[src/rtl/uart_rx_pkg.sv]
// ---------------------------------------------------------------------------
// uart_rx_pkg
// Shared UART definitions for the receive and transmit sides.
//   - uart_state_t : frame-level states (IDLE, START, DATA, STOP)
//   - bit_period   : clock cycles per serial bit, CLK_HZ/BAUD truncated
//   - half_period  : half of the bit period, used to reach mid-bit sampling
//   - counter_width: bits needed for a down-counter that starts at DIV-1
// ---------------------------------------------------------------------------
package uart_rx_pkg;

  typedef enum logic [1:0] {
    IDLE  = 2'd0,
    START = 2'd1,
    DATA  = 2'd2,
    STOP  = 2'd3
  } uart_state_t;

  function automatic int unsigned bit_period(input int unsigned clk_hz,
                                             input int unsigned baud);
    return clk_hz / baud;
  endfunction

  function automatic int unsigned half_period(input int unsigned clk_hz,
                                              input int unsigned baud);
    return bit_period(clk_hz, baud) / 2;
  endfunction

  // The counter never holds more than div-1, so $clog2(div) bits suffice.
  function automatic int unsigned counter_width(input int unsigned div);
    return (div <= 2) ? 1 : $clog2(div);
  endfunction

endpackage

[src/rtl/sync_2ff.sv]
// ---------------------------------------------------------------------------
// sync_2ff
// Two-flop synchronizer for a single asynchronous input.
//   clk : sampling clock
//   rst : synchronous active-high reset, both flops load RESET_VAL
//   d   : asynchronous input
//   q   : synchronized output (two clocks of latency)
// ---------------------------------------------------------------------------
module sync_2ff #(
  parameter logic RESET_VAL = 1'b1
) (
  input  logic clk,
  input  logic rst,
  input  logic d,
  output logic q
);

  logic meta;

  always_ff @(posedge clk) begin
    if (rst) begin
      meta <= RESET_VAL;
      q    <= RESET_VAL;
    end else begin
      meta <= d;
      q    <= meta;
    end
  end

endmodule

[src/rtl/uart_rx.sv]
// ---------------------------------------------------------------------------
// uart_rx
// 8N1 UART receiver with mid-bit sampling.
//   Parameters: CLK_HZ (system clock in Hz), BAUD (serial bit rate)
//   clk        : system clock, rising edge
//   rst        : synchronous active-high reset
//   rx         : asynchronous serial line, idle high
//   recv_data  : last correctly received byte (held until the next good byte)
//   recv_valid : one-cycle pulse when recv_data has just been updated
//   frame_err  : one-cycle pulse when the stop bit was sampled low
//   busy       : high whenever a frame is in progress
// ---------------------------------------------------------------------------
module uart_rx
  import uart_rx_pkg::*;
#(
  parameter int unsigned CLK_HZ = 100_000_000,
  parameter int unsigned BAUD   = 115_200
) (
  input  logic       clk,
  input  logic       rst,
  input  logic       rx,
  output logic [7:0] recv_data,
  output logic       recv_valid,
  output logic       frame_err,
  output logic       busy
);

  localparam int unsigned DIV   = bit_period(CLK_HZ, BAUD);
  localparam int unsigned HALF  = half_period(CLK_HZ, BAUD);
  localparam int unsigned CNT_W = counter_width(DIV);

  localparam logic [CNT_W-1:0] CNT_BIT  = CNT_W'(DIV - 1);
  localparam logic [CNT_W-1:0] CNT_HALF = CNT_W'(HALF - 1);

  uart_state_t      state, state_next;
  logic [CNT_W-1:0] cnt, cnt_next;
  logic [2:0]       bit_idx, idx_next;
  logic [7:0]       shift_reg, shift_next;
  logic [7:0]       data_next;
  logic             valid_next, ferr_next;
  logic             rx_s, rx_prev;

  sync_2ff #(
    .RESET_VAL (1'b1)
  ) u_sync (
    .clk (clk),
    .rst (rst),
    .d   (rx),
    .q   (rx_s)
  );

  // Starts are edge-triggered rather than level-triggered, so a line held
  // low after a framing error (a break) cannot restart reception until it
  // has gone high again.
  always_ff @(posedge clk) begin
    if (rst) begin
      state      <= IDLE;
      cnt        <= '0;
      bit_idx    <= '0;
      shift_reg  <= '0;
      recv_data  <= 8'h00;
      recv_valid <= 1'b0;
      frame_err  <= 1'b0;
      rx_prev    <= 1'b1;
    end else begin
      state      <= state_next;
      cnt        <= cnt_next;
      bit_idx    <= idx_next;
      shift_reg  <= shift_next;
      recv_data  <= data_next;
      recv_valid <= valid_next;
      frame_err  <= ferr_next;
      rx_prev    <= rx_s;
    end
  end

  // The START wait of HALF cycles lands every later sample at mid-bit.
  // Leaving STOP at its mid-point gives half a bit of slack for a
  // back-to-back start bit.
  always_comb begin
    state_next = state;
    cnt_next   = cnt;
    idx_next   = bit_idx;
    shift_next = shift_reg;
    data_next  = recv_data;
    valid_next = 1'b0;
    ferr_next  = 1'b0;

    case (state)
      IDLE: begin
        if (!rx_s && rx_prev) begin
          cnt_next   = CNT_HALF;
          state_next = START;
        end
      end

      START: begin
        if (cnt == '0) begin
          if (!rx_s) begin
            cnt_next   = CNT_BIT;
            idx_next   = 3'd0;
            state_next = DATA;
          end else begin
            state_next = IDLE;
          end
        end else begin
          cnt_next = cnt - 1'b1;
        end
      end

      DATA: begin
        if (cnt == '0) begin
          shift_next = {rx_s, shift_reg[7:1]};
          cnt_next   = CNT_BIT;
          idx_next   = bit_idx + 3'd1;
          if (bit_idx == 3'd7) begin
            state_next = STOP;
          end
        end else begin
          cnt_next = cnt - 1'b1;
        end
      end

      STOP: begin
        if (cnt == '0) begin
          state_next = IDLE;
          if (rx_s) begin
            data_next  = shift_reg;
            valid_next = 1'b1;
          end else begin
            ferr_next = 1'b1;
          end
        end else begin
          cnt_next = cnt - 1'b1;
        end
      end

      default: begin
        state_next = IDLE;
      end
    endcase
  end

  assign busy = (state != IDLE);

endmodule

[config.mk]
export PLATFORM = sky130hd
export DESIGN_NAME = uart_rx
export DESIGN_NICKNAME = d
export VERILOG_FILES = /design/src/rtl/uart_rx_pkg.sv /design/src/rtl/sync_2ff.sv /design/src/rtl/uart_rx.sv
export SDC_FILE = /design/constraint.sdc
export NUM_CORES = 1
export LEC_CHECK = 0
export BUFFER_PORTS_ARGS = -buffer_cell sky130_fd_sc_hd__buf_2
export CAP_MARGIN = 20
export CORE_MARGIN = 8
export CORE_UTILIZATION = 32
export DETAILED_ROUTE_END_ITERATION = 8
export PLACE_DENSITY = 0.57
export SLEW_MARGIN = 20
export SYNTH_ARGS = -nofsm -noshare
export SYNTH_HDL_FRONTEND = slang
export SYNTH_SLANG_ARGS = --single-unit
[constraint.sdc]
create_clock -name clk -period 2.9 [get_ports clk]
set_input_delay 0.58 -clock clk [delete_from_list [all_inputs] [get_ports clk]]
set_output_delay 0.58 -clock clk [all_outputs]
set_load 0.05 [all_outputs]
==> flow_metrics.py, run 1 <==
metrics = {
    "floorplanning": {
        "die_h_um": 91.0,
        "die-area_sq_mm": 0.00828,
        "initial_utilization_pct": 32.9,
        "fp-row-count": 27,
        "ios": 14,
        "core_area_sq_mm": 0.00547,
        "die_w_um": 91.0,
    },
    "synth": {
        "yosys-top-cells-area": "dfxtp_1, ha_1, mux2i_1, a21oi_1, nor2_1",
        "synth_common_cells": "dfxtp_1, nor2_1, a21oi_1",
        "synthAdderAreaFrac_pct": 6.26,
        "synth_simple_gate_area_share_pct": 23.7,
        "yosysWarnings": 0,
        "synth_area_sq_mm": 0.00180,
        "synthesis.nets": 219,
        "synth_xor_area_share_pct": 0,
        "ys_types": 48,
        "yosysMostFrequentCell": "dfxtp_1",
        "synthMuxAreaShare_pct": 5.01,
        "synthCells": 207,
        "ys_seq_area_share_pct": 40.1,
        "async_flop_share_pct": 0,
        "yosys.area.top_type_share_pct": 40.1,
        "ys.flop_type": "dfxtp_1",
        "ys_ff_latch": 36,
        "syn_area_per_cell_sq_um": 8.69,
        "synth_edf_count": 0,
        "synth_compound_area_share_pct": 19.3,
        "netlist.top_cell.by_area": "dfxtp_1",
        "synth_top_family_by_area": "simple AND/OR/NAND/NOR gates",
    },
    "worst_setup_path": {
        "cp-startpoint": "cnt[0]",
        "criticalPathCategory": "flip-flop to flip-flop",
        "critPathArrivalTime_ns": 2.54,
        "r2r_slack_ns": 0.54,
        "worstReg2RegStart": "cnt[0]",
        "critPathCaptureType": "flip-flop",
        "path_max_fanout": 9,
        "reg2reg_depth": 7,
        "cp-start-kind": "flip-flop",
        "cp.required_ns": 3.08,
    },
    "clocking": {
        "clock_latency_ns": 0.29,
        "clockBufferDepth": 2,
        "cts_post_setup_buffers_inserted": 0,
        "cts-root-buf": "clkbuf_8",
        "clk_pin_slew_worst_paths_ns": 0.07,
        "htree_levels": 2,
        "cts-resized-gates": 0,
        "cts_made_buffers": 5,
        "cts_tree": "yes",
        "cts_sinks": 36,
        "hold_buffers": 0,
    },
    "placed_design": {
        "dp_cells": 283,
        "dp_worst_setup_slack_ns": 0.601,
        "placed_cell_area_sq_mm": 0.00191,
        "gp_congestion": 0.840,
        "port_buffers": 13,
        "dp_hpwl_um": 2680,
    },
    "route": {
        "vias_per_cell": 5.12,
        "drtIter0Drc": 150,
        "wirelength_um": 3910,
        "drc": 0,
        "vias": 1490,
        "wl_per_cell_um": 13.4,
        "detail-route-antenna-nets": 0,
        "drt_pre_antenna_iters": 4,
    },
    "final_layout": {
        "largest_register_ffs": 10,
        "syn_to_final_growth_pct": 12.4,
        "multi_input_area_sq_um": 976,
        "utilization_pct": 37.0,
        "regArea_sq_um": 721,
        "drive_above_1_share_pct": 16.0,
        "postLayoutCellArea_sq_mm": 0.00202,
        "fill_cells": 577,
        "antenna_cells": 0,
        "final_nets": 230,
        "stdcell_count": 291,
    },
    "pwr": {
        "p_per_area_mw_per_mm2": 692,
        "leakagePower_nw": 0.796,
        "ir_drop_mv": 0.263,
    },
    "worst_hold_path": {
        "holdPathStages": 1,
        "min_from": "u_sync.meta",
        "hp-class": "flip-flop to flip-flop",
        "hold_end": "u_sync.q",
    },
    "grt": {
        "gr-total-overflow": 0,
        "grt_pass1_wl_um": 6600,
        "grt_max_degree": 30,
        "grt_pass1_vias": 1373,
        "grt_usage_pct": 9.61,
        "antenna_found_initial": 0,
    },
    "timing": {
        "fin_ws_ns": 0.539,
        "hold_viol": 0,
        "max_slew_margin_pct": 56.9,
        "tightest_slew_ns": 0.630,
        "tns_ns": 0,
        "grt_setup_unrepaired": "no",
        "drv_slew": 0,
        "finClkSkew_ns": 0.00335,
        "fin_crit_sh_pct": 81.4,
        "period_needed_ns": 2.36,
        "max_clock_freq_mhz": 424,
        "setup_viol": 0,
    },
    "outcome": {
        "status": "finished clean",
    },
    "flow_run": {
        "maxCapViolCount": 0,
    },
}
==> where the power goes <==
group	total [W]	internal, W	switching [W]
clock	0.000443	0.000254	0.000188
sequential	0.000559	0.000519	0.0000400
combinational	0.000400	0.000143	0.000256
total	0.00140	0.000916	0.000485
==> placed cells by master, fill, tap and decap left out, drive strengths merged, types with 2 or more instances in the layout <==
| cell type | instances |
|---|---|
| dfxtp | 36 |
| o21a | 3 |
| mux2i | 9 |
| o41ai | 3 |
| a22o | 2 |
| a211oi | 3 |
| o21ai | 7 |
| or4 | 3 |
| buf | 16 |
| inv | 10 |
| nand3 | 12 |
| o31ai | 2 |
| nand2 | 17 |
| nor4 | 6 |
| a21oi | 18 |
| nor2 | 21 |
| a31oi | 2 |
| and2 | 2 |
| nor3 | 7 |
| clkbuf | 5 |
| a21o | 3 |
| nand4b | 2 |
| nand2b | 3 |
| or2 | 2 |
| ha | 9 |
==> logic make-up after synthesis <==
| family | Yosys count |
|---|---|
| AOI/OAI and AO/OA | 50 |
| adders and majority gates | 9 |
| buffers and inverters | 22 |
| DFF | 36 |
| muxes | 9 |
| and+or+nand+nor | 81 |
==> critical path, stage by stage, from the launching register on <==
cell       delay, ns
dfxtp_1         0.34
inv_1           0.10
ha_1            0.14
or4b_1          0.63
a2111oi_0       0.63
o211ai_1        0.18
mux2i_1         0.18
nor2_1          0.05
==> final cells by class <==
| type | count | area share, % |
|---|---|---|
| clock buffer | 5 | 3.40 |
| clock inverter | 3 | 2.10 |
| inverter | 10 | 1.86 |
| multi-input combinational | 149 | 48.2 |
| sequential | 36 | 35.6 |
| tap | 72 | 4.45 |
| timing repair buffer | 16 | 4.33 |
==> worst max path at each step <==
stage | to | slack (ns) | cells after the start
finish | flip-flop | 0.54 | 7
global route | state[0] | 0.34 | 6
CTS | flip-flop | 0.58 | 7
detailed placement | recv_data[0] | 0.60 | 7
global placement | flip-flop | 0.60 | 7
floorplan | cnt[3] | 0.80 | 8
==> per-stage QoR <==
stage | power (W) | hold WS (ns)
6_report | 0.00140 | 0.413
3_3_place_gp | 0.000965 | 0.392
4_1_cts | 0.00141 | 0.413
3_5_place_dp | 0.000962 | 0.394
2_1_floorplan | 0.000897 | 0.389
5_1_grt | 0.00149 | 0.423
==> per-layer routing <==
layer | wire length, um | vias up | GRT usage, %
met5 | 0 | - | 0
met4 | 65 | 0 | 4.23
met3 | 104 | 5 | 2.55
met2 | 1690 | 22 | 14.4
met1 | 2050 | 697 | 12.6
li1 | - | 766 | -
(Power assumes the default switching activity.)
==> run 2, diff against run 1 <==
--- a/config.mk
+++ b/config.mk
@@ -10,7 +10,7 @@
 export CORE_MARGIN = 8
 export CORE_UTILIZATION = 32
 export DETAILED_ROUTE_END_ITERATION = 8
-export PLACE_DENSITY = 0.57
+export PLACE_DENSITY = 0.59
 export SLEW_MARGIN = 20
 export SYNTH_ARGS = -nofsm -noshare
 export SYNTH_HDL_FRONTEND = slang
==> constraint.sdc (replaced) <==
create_clock -name clk -period 2 [get_ports clk]
set_input_delay 0.4 -clock clk [delete_from_list [all_inputs] [get_ports clk]]
set_output_delay 0.4 -clock clk [all_outputs]
set_load 0.05 [all_outputs]
==> run 2 against run 1 <==
Effect of this change: the run now ends with setup timing left; core utilization rose by 4.1 points; sequential power rose by 42%; maximum frequency rose by 17%; register-to-register slack got worse by 0.55 ns; critical path depth did not move; largest power group is now combinational logic.
==> flow_metrics.py, run 2 (synthesis results as in run 1) <==
metrics = {
    "worst_setup_path": {
        "cp-start-kind": "flip-flop",
        "path_max_fanout": 5,
        "critPathCaptureType": "flip-flop",
        "cp.required_ns": 2.18,
        "reg2reg_depth": 7,
        "criticalPathCategory": "flip-flop to flip-flop",
        "critPathArrivalTime_ns": 2.20,
    },
    "route": {
        "vias": 1615,
        "drt_pre_antenna_iters": 4,
        "drt-met1-wl_um": 2010,
        "wl_per_cell_um": 13.4,
        "drc": 0,
        "dr_wl_met2_um": 1880,
        "detail-route-antenna-nets": 0,
        "vias_per_cell": 5.14,
        "wirelength_um": 4220,
        "route.met3.wl_um": 252,
        "drtIter0Drc": 208,
        "top_layer": "met4",
    },
    "floorplanning": {
        "die_h_um": 91.0,
        "initial_utilization_pct": 32.9,
        "ios": 14,
        "die-area_sq_mm": 0.00828,
        "core_area_sq_mm": 0.00547,
        "fp-row-count": 27,
        "die_w_um": 91.0,
    },
    "timing": {
        "max_clock_freq_mhz": 497,
        "drv_slew": 0,
        "hold_viol": 0,
        "fin_ws_ns": -0.0137,
        "finClkSkew_ns": 0.00831,
        "setup_viol": 1,
        "tightest_slew_ns": 0.526,
        "fin_crit_sh_pct": 101,
        "max_slew_margin_pct": 64.9,
        "grt_setup_unrepaired": "yes",
        "period_needed_ns": 2.01,
    },
    "clocking": {
        "hold_buffers": 0,
        "cts_tree": "yes",
        "cts_made_buffers": 5,
        "cts-root-buf": "clkbuf_8",
        "clock_latency_ns": 0.28,
        "clockBufferDepth": 2,
        "clk_pin_slew_worst_paths_ns": 0.07,
        "htree_levels": 2,
        "cts_sinks": 36,
    },
    "final_layout": {
        "syn_to_final_growth_pct": 25.0,
        "layout_commonest_cell": "dfxtp_1",
        "drive_above_1_share_pct": 29.3,
        "final_cell_mix": "dfxtp_1, buf_4, nor2_1",
        "largest_register_ffs": 10,
        "stdcell_count": 314,
        "final_nets": 253,
        "postLayoutCellArea_sq_mm": 0.00225,
        "antenna_cells": 0,
    },
    "pwr": {
        "leakagePower_nw": 0.915,
        "ir_drop_mv": 0.280,
        "finalPower_w": 0.00212,
        "p_per_area_mw_per_mm2": 941,
    },
    "worst_hold_path": {
        "hp-class": "input pin to flip-flop",
        "holdPathStages": 2,
    },
    "grt": {
        "gr-total-overflow": 0,
        "grt_max_degree": 30,
        "grt_pass1_vias": 1509,
        "antenna_found_initial": 0,
        "grt_usage_pct": 10.3,
        "grt_pass1_wl_um": 7110,
    },
    "placed_design": {
        "placed_cell_area_sq_mm": 0.00210,
        "dp_hpwl_um": 2930,
        "port_buffers": 13,
        "gp_congestion": 0.871,
        "dp_cells": 306,
    },
    "outcome": {
        "violations": "setup timing",
        "status": "finished, violations left",
    },
    "flow_run": {
        "maxCapViolCount": 0,
    },
}
-- run 2: changes by cell type in the layout (fill, tap and decap cells not counted), sizes merged --
cell	previous run	this run
clkinvlp	1	0
clkinv	1	3
buf	16	39
bufinv	1	0
-- run 2: path summary, 6_finish.rpt --
| check | slack [ns] | endpoint | from |
|---|---|---|---|
| setup / recovery | -0.01 | cnt[4] | cnt[0] |
| hold / removal | 0.30 | u_sync.meta | rx |
| hold reg to reg | 0.41 | u_sync.q | u_sync.meta |
| setup reg to reg | -0.01 | cnt[4] | cnt[0] |
-- run 2: area by class of cell --
type	count	area (sq um)
tap	72	90.1
clock buffer	5	68.8
timing repair buffer	39	280
clock inverter	3	18.8
inverter	10	37.5
sequential	36	723
multi-input combinational	149	1030
fill	557	3220
-- run 2: report_power, final --
part	total (W)	internal (W)	leakage, nW	switching [W]
clock	0.000510	0.000243	0.0479	0.000268
sequential	0.000796	0.000753	0.293	0.0000427
combinational	0.000811	0.000346	0.575	0.000465
-- run 2: worst max-delay path: stages (launching register included) --
cell	delay [ns]
dfxtp_2	0.33
inv_2	0.07
ha_4	0.12
or4b_4	0.52
or4_4	0.48
a21oi_4	0.24
o21ai_1	0.09
o41ai_1	0.06
-- run 2: per-stage QoR --
| stage | hold slack (ns) | util, % | setup TNS, ns | setup slack (ns) |
|---|---|---|---|---|
| 2_1_floorplan | 0.389 | - | -0.0989 | -0.0495 |
| 3_3_place_gp | 0.391 | 38.5 | -0.687 | -0.104 |
| 3_5_place_dp | 0.399 | 38.5 | -0.808 | -0.124 |
| 4_1_cts | 0.287 | 40.4 | 0 | 0.00728 |
| 5_1_grt | 0.294 | 41.1 | -0.460 | -0.0810 |
| 6_report | 0.300 | 41.1 | -0.0137 | -0.0137 |
-- run 2: routing by layer --
layer / track usage [%] / vias up
li1: - / 813
met1: 13.5 / 738
met2: 15.1 / 57
met3: 2.80 / 7
met4: 5.05 / 0
met5: 0 / -
-- run 2: repair_timing --
action,CTS,global route
buffers inserted,0,0
endpoints found under the setup margin,28,14
hold endpoints to repair,0,0
resized for setup,5,9
pin swaps,3,1
==> run 3, diff against run 2 <==
--- a/config.mk
+++ b/config.mk
@@ -5,12 +5,12 @@
 export SDC_FILE = /design/constraint.sdc
 export NUM_CORES = 1
 export LEC_CHECK = 0
-export BUFFER_PORTS_ARGS = -buffer_cell sky130_fd_sc_hd__buf_2
 export CAP_MARGIN = 20
 export CORE_MARGIN = 8
 export CORE_UTILIZATION = 32
 export DETAILED_ROUTE_END_ITERATION = 8
-export PLACE_DENSITY = 0.59
+export DONT_BUFFER_PORTS = 1
+export PLACE_DENSITY = 0.56
 export SLEW_MARGIN = 20
 export SYNTH_ARGS = -nofsm -noshare
 export SYNTH_HDL_FRONTEND = slang
==> run 3 against run 2 <==
Effect of this change: sequential power about the same; hold slack lost 0.13 ns; maximum frequency barely moved; die area did not move; register-to-register slack hardly changed; the run still ends with setup timing left; final cell count down 2.2%; combinational power increased by 6.0%; setup slack barely moved.
==> flow_metrics.py, run 3 (synthesis results as in run 1) <==
metrics = {
    "timing": {
        "finClkSkew_ns": 0.00496,
        "tns_ns": -0.0180,
        "max_slew_margin_pct": 65.5,
        "setup_viol": 3,
        "hold_viol": 0,
        "fin_crit_sh_pct": 101,
        "grt_setup_unrepaired": "yes",
        "max_clock_freq_mhz": 497,
        "period_needed_ns": 2.01,
        "tightest_slew_ns": 0.516,
        "drv_slew": 0,
        "fin_ws_ns": -0.0140,
    },
    "final_layout": {
        "syn_to_final_growth_pct": 26.3,
        "antenna_cells": 0,
        "final_nets": 246,
        "postLayoutCellArea_sq_mm": 0.00227,
        "stdcell_count": 307,
        "drive_above_1_share_pct": 28.1,
        "layout_commonest_cell": "dfxtp_1",
        "largest_register_ffs": 10,
        "utilization_pct": 41.5,
        "final_cell_mix": "dfxtp_1, buf_4, nor2_1",
    },
    "clocking": {
        "cts_tree": "yes",
        "cts_sinks": 36,
        "clockBufferDepth": 2,
        "clk_pin_slew_worst_paths_ns": 0.07,
        "hold_buffers": 0,
        "clock_latency_ns": 0.29,
        "cts-root-buf": "clkbuf_8",
        "cts_made_buffers": 5,
        "htree_levels": 2,
    },
    "worst_hold_path": {
        "min_from": "rst",
        "hp-class": "input pin to flip-flop",
    },
    "floorplanning": {
        "die_w_um": 91.0,
        "initial_utilization_pct": 32.9,
        "fp-row-count": 27,
        "core_area_sq_mm": 0.00547,
        "die_h_um": 91.0,
        "die-area_sq_mm": 0.00828,
        "ios": 14,
    },
    "worst_setup_path": {
        "critPathArrivalTime_ns": 2.24,
        "cp_cell_sequence": "inv_2 -> ha_1 -> or4b_4 -> or4_4 -> a21oi_4 -> a22o_2",
        "worstReg2RegStart": "cnt[0]",
        "cp_top_family": "simple AND/OR/NAND/NOR gates",
        "worstPathBufferInverterCount": 1,
        "cp.required_ns": 2.23,
        "slowest_delay_ns": 0.54,
        "criticalPathCategory": "flip-flop to flip-flop",
        "cp-startpoint": "cnt[0]",
        "critPathCaptureType": "flip-flop",
        "critPathSlowestCell": "or4_4",
        "path_max_fanout": 5,
        "cp-start-kind": "flip-flop",
    },
    "outcome": {
        "status": "finished, violations left",
        "violations": "setup timing",
    },
    "grt": {
        "grt_pass1_wl_um": 6760,
        "grt_pass1_vias": 1368,
        "gr-total-overflow": 0,
        "antenna_found_initial": 0,
        "grt_usage_pct": 9.96,
        "grt_max_degree": 31,
    },
    "pwr": {
        "switchingPower_w": 0.000759,
        "combPwrFrac_pct": 37.6,
        "switching_share_pct": 33.1,
        "clockPowerShare_pct": 27.7,
        "finalPower_w": 0.00229,
        "p_per_area_mw_per_mm2": 1010,
        "internal_power_w": 0.00153,
        "pwr-share-seq_pct": 34.8,
        "ir_drop_mv": 0.461,
        "leakagePower_nw": 0.891,
    },
    "route": {
        "drtIter0Drc": 120,
        "wirelength_um": 4170,
        "vias": 1545,
        "vias_per_cell": 5.03,
        "drc": 0,
        "drt_pre_antenna_iters": 5,
        "detail-route-antenna-nets": 0,
        "wl_per_cell_um": 13.6,
    },
    "placed_design": {
        "dp_hpwl_um": 2950,
        "gp_congestion": 0.845,
        "placed_cell_area_sq_mm": 0.00205,
        "port_buffers": 0,
        "dp_cells": 295,
    },
    "flow_run": {
        "maxCapViolCount": 0,
    },
}
## run 3: power groups by stage
| stage | registers, W | clock network, W | logic, W |
|---|---|---|---|
| after floorplan | 0.000801 | 0 | 0.000520 |
| after global placement | 0.000809 | 0 | 0.000759 |
| after detailed placement | 0.000810 | 0 | 0.000753 |
| after CTS | 0.000795 | 0.000664 | 0.000763 |
| after global routing | 0.000803 | 0.000677 | 0.000934 |
| final | 0.000796 | 0.000634 | 0.000860 |
## run 3: metrics by stage
step | hold WS, ns | setup slack, ns
global route | 0.158 | -0.0799
floorplan | 0.389 | -0.0495
global placement | 0.397 | -0.0509
finish | 0.170 | -0.0140
CTS | 0.163 | 0.00000755
detailed placement | 0.394 | -0.0676
## run 3: final timing paths
path / to / slack (ns) / cells past startpoint
max: cnt[1] / -0.01 / 6
min: cnt[0] / 0.17 / 1
max reg2reg: cnt[1] / -0.01 / 6
min reg2reg: u_sync.q / 0.41 / 1
## run 3: timing repair
item | in CTS | in global routing
setup endpoints to repair | 12 | 30
buffers inserted | 1 | 3
pin swaps | 3 | 9
cloned | 0 | 1
resized for setup | 2 | 11
## run 3: layout make-up
type,instances,area (sq um)
clock buffer,5,68.8
clock inverter,3,42.5
fill,560,3200
inverter,10,37.5
multi-input combinational,149,1040
sequential,36,723
tap,72,90.1
timing repair buffer,32,274
## run 3: layer usage
metal,global-route usage [%],routed length (um)
met1,12.4,1980
met2,15.4,1930
met3,3.29,219
met4,4.09,41
met5,0,0
